### src/rtl/multi_phase_clk_gen.sv
// Run-time programmable multi-channel clock/pulse generator: each channel produces a
// phase-offset waveform with programmable high/low times, counted in clk cycles.
module multi_phase_clk_gen #(
  parameter int NCH = 4,
  parameter int CW  = 8,
  localparam int CHW = (NCH > 1) ? $clog2(NCH) : 1
) (
  input  logic            clk,
  input  logic            rst_n,
  input  logic            start,
  input  logic            stop,
  input  logic            cfg_we,
  input  logic [CHW-1:0]  cfg_ch,
  input  logic [CW-1:0]   cfg_phase,
  input  logic [CW-1:0]   cfg_ton,
  input  logic [CW-1:0]   cfg_toff,
  output logic [NCH-1:0]  clk_out,
  output logic [NCH-1:0]  rise,
  output logic            busy
);

  typedef enum logic [1:0] {
    ST_IDLE  = 2'd0,
    ST_PHASE = 2'd1,
    ST_HIGH  = 2'd2,
    ST_LOW   = 2'd3
  } state_t;

  localparam logic [CW-1:0] CNT_ONE = CW'(1'b1);

  state_t        state_r    [NCH];
  state_t        state_s    [NCH];
  logic [CW-1:0] cnt_r      [NCH];
  logic [CW-1:0] cnt_s      [NCH];
  logic [CW-1:0] sh_phase_r [NCH];
  logic [CW-1:0] sh_ton_r   [NCH];
  logic [CW-1:0] sh_toff_r  [NCH];
  logic [CW-1:0] act_ton_r  [NCH];
  logic [CW-1:0] act_toff_r [NCH];
  logic [CW-1:0] act_ton_s  [NCH];
  logic [CW-1:0] act_toff_s [NCH];
  logic [NCH-1:0] clk_out_r, clk_out_s;
  logic [NCH-1:0] rise_r, rise_s;
  logic           busy_r, busy_s;

  // Counter reload value for a field; zero fields never reach a load path but stay safe.
  function automatic logic [CW-1:0] load_val(input logic [CW-1:0] v);
    return (v == '0) ? '0 : (v - CNT_ONE);
  endfunction

  // Per-channel next state, counter and active-config selection.
  always_comb begin
    busy_s    = 1'b0;
    clk_out_s = '0;
    rise_s    = '0;
    for (int i = 0; i < NCH; i++) begin
      state_s[i]    = state_r[i];
      cnt_s[i]      = cnt_r[i];
      act_ton_s[i]  = act_ton_r[i];
      act_toff_s[i] = act_toff_r[i];
      if (stop) begin
        state_s[i] = ST_IDLE;
        cnt_s[i]   = '0;
      end else if (start) begin
        // Restart copies the shadow as it stood before any same-cycle cfg write.
        act_ton_s[i]  = sh_ton_r[i];
        act_toff_s[i] = sh_toff_r[i];
        if (sh_ton_r[i] == '0) begin
          state_s[i] = ST_IDLE;
          cnt_s[i]   = '0;
        end else if (sh_phase_r[i] != '0) begin
          state_s[i] = ST_PHASE;
          cnt_s[i]   = load_val(sh_phase_r[i]);
        end else begin
          state_s[i] = ST_HIGH;
          cnt_s[i]   = load_val(sh_ton_r[i]);
        end
      end else begin
        case (state_r[i])
          ST_IDLE: begin
            state_s[i] = ST_IDLE;
          end
          ST_PHASE: begin
            if (cnt_r[i] == '0) begin
              state_s[i] = ST_HIGH;
              cnt_s[i]   = load_val(act_ton_r[i]);
            end else begin
              cnt_s[i] = cnt_r[i] - CNT_ONE;
            end
          end
          ST_HIGH: begin
            if (cnt_r[i] != '0) begin
              cnt_s[i] = cnt_r[i] - CNT_ONE;
            end else if (act_toff_r[i] == '0) begin
              state_s[i] = ST_HIGH;
              cnt_s[i]   = load_val(act_ton_r[i]);
            end else begin
              state_s[i] = ST_LOW;
              cnt_s[i]   = load_val(act_toff_r[i]);
            end
          end
          ST_LOW: begin
            if (cnt_r[i] != '0) begin
              cnt_s[i] = cnt_r[i] - CNT_ONE;
            end else begin
              // Period boundary: pick up the latest shadow ton/toff for this channel.
              act_ton_s[i]  = sh_ton_r[i];
              act_toff_s[i] = sh_toff_r[i];
              if (sh_ton_r[i] == '0) begin
                state_s[i] = ST_IDLE;
                cnt_s[i]   = '0;
              end else begin
                state_s[i] = ST_HIGH;
                cnt_s[i]   = load_val(sh_ton_r[i]);
              end
            end
          end
          default: begin
            state_s[i] = ST_IDLE;
            cnt_s[i]   = '0;
          end
        endcase
      end
      clk_out_s[i] = (state_s[i] == ST_HIGH);
      rise_s[i]    = (state_s[i] == ST_HIGH) && ((state_r[i] != ST_HIGH) || start);
      busy_s       = busy_s | (state_s[i] != ST_IDLE);
    end
  end

  // Channel state, counters, active config and registered outputs.
  always_ff @(posedge clk) begin
    if (!rst_n) begin
      for (int i = 0; i < NCH; i++) begin
        state_r[i]    <= ST_IDLE;
        cnt_r[i]      <= '0;
        act_ton_r[i]  <= CNT_ONE;
        act_toff_r[i] <= CNT_ONE;
      end
      clk_out_r <= '0;
      rise_r    <= '0;
      busy_r    <= 1'b0;
    end else begin
      for (int i = 0; i < NCH; i++) begin
        state_r[i]    <= state_s[i];
        cnt_r[i]      <= cnt_s[i];
        act_ton_r[i]  <= act_ton_s[i];
        act_toff_r[i] <= act_toff_s[i];
      end
      clk_out_r <= clk_out_s;
      rise_r    <= rise_s;
      busy_r    <= busy_s;
    end
  end

  // Shadow configuration; channel numbers at or above NCH match no entry and are dropped.
  always_ff @(posedge clk) begin
    if (!rst_n) begin
      for (int i = 0; i < NCH; i++) begin
        sh_phase_r[i] <= '0;
        sh_ton_r[i]   <= CNT_ONE;
        sh_toff_r[i]  <= CNT_ONE;
      end
    end else begin
      for (int i = 0; i < NCH; i++) begin
        if (cfg_we && (cfg_ch == CHW'(i))) begin
          sh_phase_r[i] <= cfg_phase;
          sh_ton_r[i]   <= cfg_ton;
          sh_toff_r[i]  <= cfg_toff;
        end else begin
          sh_phase_r[i] <= sh_phase_r[i];
          sh_ton_r[i]   <= sh_ton_r[i];
          sh_toff_r[i]  <= sh_toff_r[i];
        end
      end
    end
  end

  assign clk_out = clk_out_r;
  assign rise    = rise_r;
  assign busy    = busy_r;

endmodule

### config.mk
export PLATFORM = sky130hd
export DESIGN_NAME = multi_phase_clk_gen
export DESIGN_NICKNAME = d
export VERILOG_FILES = /design/src/rtl/multi_phase_clk_gen.sv
export SDC_FILE = /design/constraint.sdc
export NUM_CORES = 1
export LEC_CHECK = 0
export ABC_AREA = 1
export CAP_MARGIN = 20
export CORE_UTILIZATION = 60
export DETAILED_ROUTE_END_ITERATION = 6
export HOLD_SLACK_MARGIN = 0.15
export PLACE_DENSITY = 0.78
export SLEW_MARGIN = 20
export SYNTH_ARGS = -nofsm -noshare
export SYNTH_HDL_FRONTEND = slang
export SYNTH_SLANG_ARGS = --single-unit
### constraint.sdc
create_clock -name clk -period 3.5 [get_ports clk]
set_clock_uncertainty 0.05 [all_clocks]
set_input_delay 0.525 -clock clk [delete_from_list [all_inputs] [get_ports clk]]
set_output_delay 0.525 -clock clk [all_outputs]
set_load 0.005 [all_outputs]
==> metrics.yaml <==
cts_tree: "built"
synth-main-ff-cell: "dfxtp_1"
ys_warn_count: 0
drive_gt1_share_pct: 7.30
syn_nets: 1803
clockBufferDepth: 3
grt_use_met2_pct: 49.1
yosys-top-cells-count: "nand2_1 (375), inv_1 (283), nor2_1 (167)"
synth.top_cell.area_share_pct: 22.8
relSlewSlack_pct: 27.8
r2r-end: "busy$_SDFF_PN0_"
first_iter_violations: 1048
numPortBuffers: 39
clkTransAtPathRegs_ns: 0.06
area_growth_pct: 11.4
grt_max_degree: 62
final_cells: 2050
die_w_um: 147
holdPathEnd: "cnt_r[0][0]$_SDFFE_PP0P_"
dp_hpwl_um: 23500
grt_pass1_wl_um: 51100
min_from: "cnt_r[0][0]$_SDFFE_PP0P_"
power.density_mw_per_mm2: 484
drv_cap: 0
use_met1_pct: 41.0
antenna_found_initial: 0
leakagePower_nw: 6.60
num_vias: 11200
path_max_fanout: 11
drt-total-wl_um: 32000
yosysMostFrequentCell: "nand2_1"
fin_ws_ns: 1.13
ant_nets: 0
ctsHoldBuffers: 0
fin_util_pct: 68.8
start_util_pct: 61.8
post-route-min-period_ns: 2.37
slew_viol_final: 0
multi_input_area_mm2: 0.00616
peakVddDrop_v: 0.000418
tns_ns: 0
async_flop_share_pct: 0
synth.avg_cell_area_um2: 7.27
ys_seq_area_share_pct: 40.7
diodes: 0
synth-seq-cells: 209
cp-start-kind: "register"
pre_cts_ws_ns: 0.830
setup_viol: 0
end_kind: "register"
clock_sinks: 209
die_h_um: 147
grt_pass1_vias: 10400
tightest_slew_ns: 1.08
max_freq_mhz: 422
ctsResizeCount: 0
route.detailed.drc: 0
regArea_mm2: 0.00514
grtUsageMet3_pct: 3.82
r2r_cells: 11
finalCritPeriodShare_pct: 67.8
reg2reg_from: "cnt_r[3][0]$_SDFFE_PP0P_"
dp_cells: 2007
gr-total-overflow: 0
rows: 52
critPathRequiredTime_ns: 3.83
top_usage_layer: "met2"
grt_usage_pct: 29.9
core_area_mm2: 0.0204
post_cts_buffers: 0
final_nets: 1830
status: "finished clean"
hold_depth: 2
hp-class: "reg -> reg"
nFillCells: 1701
syn_inst: 1736
worstSkewPairLatency_ns: 0.53
routed_via_density: 5.46
cp.arrival_ns: 2.71
rsz0062_at_grt: "no"
dieArea_mm2: 0.0216
synthTopCellsByArea: "edfxtp_1 (23%), dfxtp_1 (18%), nand2_1 (11%)"
synth_top_area_cell: "edfxtp_1"
synth_area_mm2: 0.0126
cts_buffers: 24
worst_hold_slack_ns: 0.421
dr.pass1.iters: 5
r2r_setup_slack_ns: 1.13
clock_tree.root_cell: "clkbuf_16"
yosys.cell_types.count: 46
routabilityCongestion: 0.948
synth_edf_count: 96
htreeDepth: 1
io-pin-count: 40
avgRoutedWirePerCell_um: 15.6
critical_path_class: "reg -> reg"
hold_viol_final: 0
[report_power, final]
part	internal, mW	leakage [nW]	switching [mW]	total (mW)
Sequential	2.76	1.88	0.156	2.92
Clock	1.53	0.400	1.04	2.57
Combinational	0.459	4.32	0.865	1.32
[critical path: stages, from the launching register on]
cell and delay, ns:
dfxtp_1 0.31, inv_1 0.09, ha_1 0.23, nand2_1 0.09, nor2_1 0.54, inv_1 0.22, nand2_1 0.12, nand3_1 0.15
nand3_1 0.18, nand3_1 0.11, nor2_1 0.11, nor2_1 0.05
[metal layers]
metal / wire [µm] / up-vias
li1: - / 5673
met1: 14000 / 5088
met2: 14800 / 381
met3: 2400 / 59
met4: 814 / 0
met5: 0 / -
[through the flow]
step	cell area (µm²)	power, mW
3_5_place_dp	13200	4.26
4_1_cts	14000	6.82
2_1_floorplan	12600	3.90
3_3_place_gp	13200	4.23
5_1_grt	14100	7.12
6_report	14100	6.81
[final cells by class]
type                    count  share of cell area (%)
flip-flops and latches    209                    36.6
clock buffers              30                    4.80
clock inverters            13                    1.04
well taps                 270                    2.40
inverters                 297                    8.00
multi-input cells        1181                    43.8
repair buffers             50                    3.38
[how the worst max path moves through the flow]
stage | from | endpoint | slack [ns]
2_1_floorplan | cfg_ch[0] | sh_phase_r[1][0]$_SDFFCE_PN0P_ | 0.56
3_3_place_gp | stop | act_ton_r[2][1]$_SDFFE_PN0P_ | 0.92
3_5_place_dp | stop | act_toff_r[2][1]$_SDFFE_PN0P_ | 0.83
4_1_cts | cnt_r[2][0]$_SDFFE_PP0P_ | act_toff_r[2][5]$_SDFFE_PN0P_ | 1.15
5_1_grt | cnt_r[3][0]$_SDFFE_PP0P_ | busy$_SDFF_PN0_ | 0.90
6_report | cnt_r[3][0]$_SDFFE_PP0P_ | busy$_SDFF_PN0_ | 1.13
[flip-flops by register name, indices dropped and copies added (netlist names)]
register,cells
clk_out,4
cnt_r,32
sh_ton_r,32
sh_phase_r,32
act_toff_r,32
busy,1
state_r,8
act_ton_r,32
sh_toff_r,32
rise,4
[layout by cell type, fill, tap and decap left out, types with 5 or more instances in the layout]
cell type,Yosys,final
inv_2,11,11
nor2_2,13,13
nor2_4,8,8
xor2_1,55,55
nand2_2,8,8
nor2_1,167,167
a21oi_1,115,115
xnor2_1,14,14
inv_1,283,283
nand3_2,6,6
o21ai_1,4,5
nand3_1,126,126
or2_2,6,6
o21ai_2,6,6
o211ai_1,21,21
nor3_1,16,16
dfxtp_1,113,113
edfxtp_1,96,96
clkinv_4,1,7
o21ai_0,145,142
nand4_1,24,24
a31oi_1,8,8
nand2_1,375,375
clkdlybuf4s50_1,0,37
buf_4,1,10
ha_1,36,36
clkbuf_16,0,25
[cells by family after synthesis]
logic type	count (synthesis)	share of synthesized area (%)
xor+xnor	69	4.79
fa+ha+maj	36	3.57
compound gates	316	13.8
simple gates	760	26.4
buf+inv	346	10.8
flops	209	40.7
Note: power is estimated with default switching activity, not from simulation.
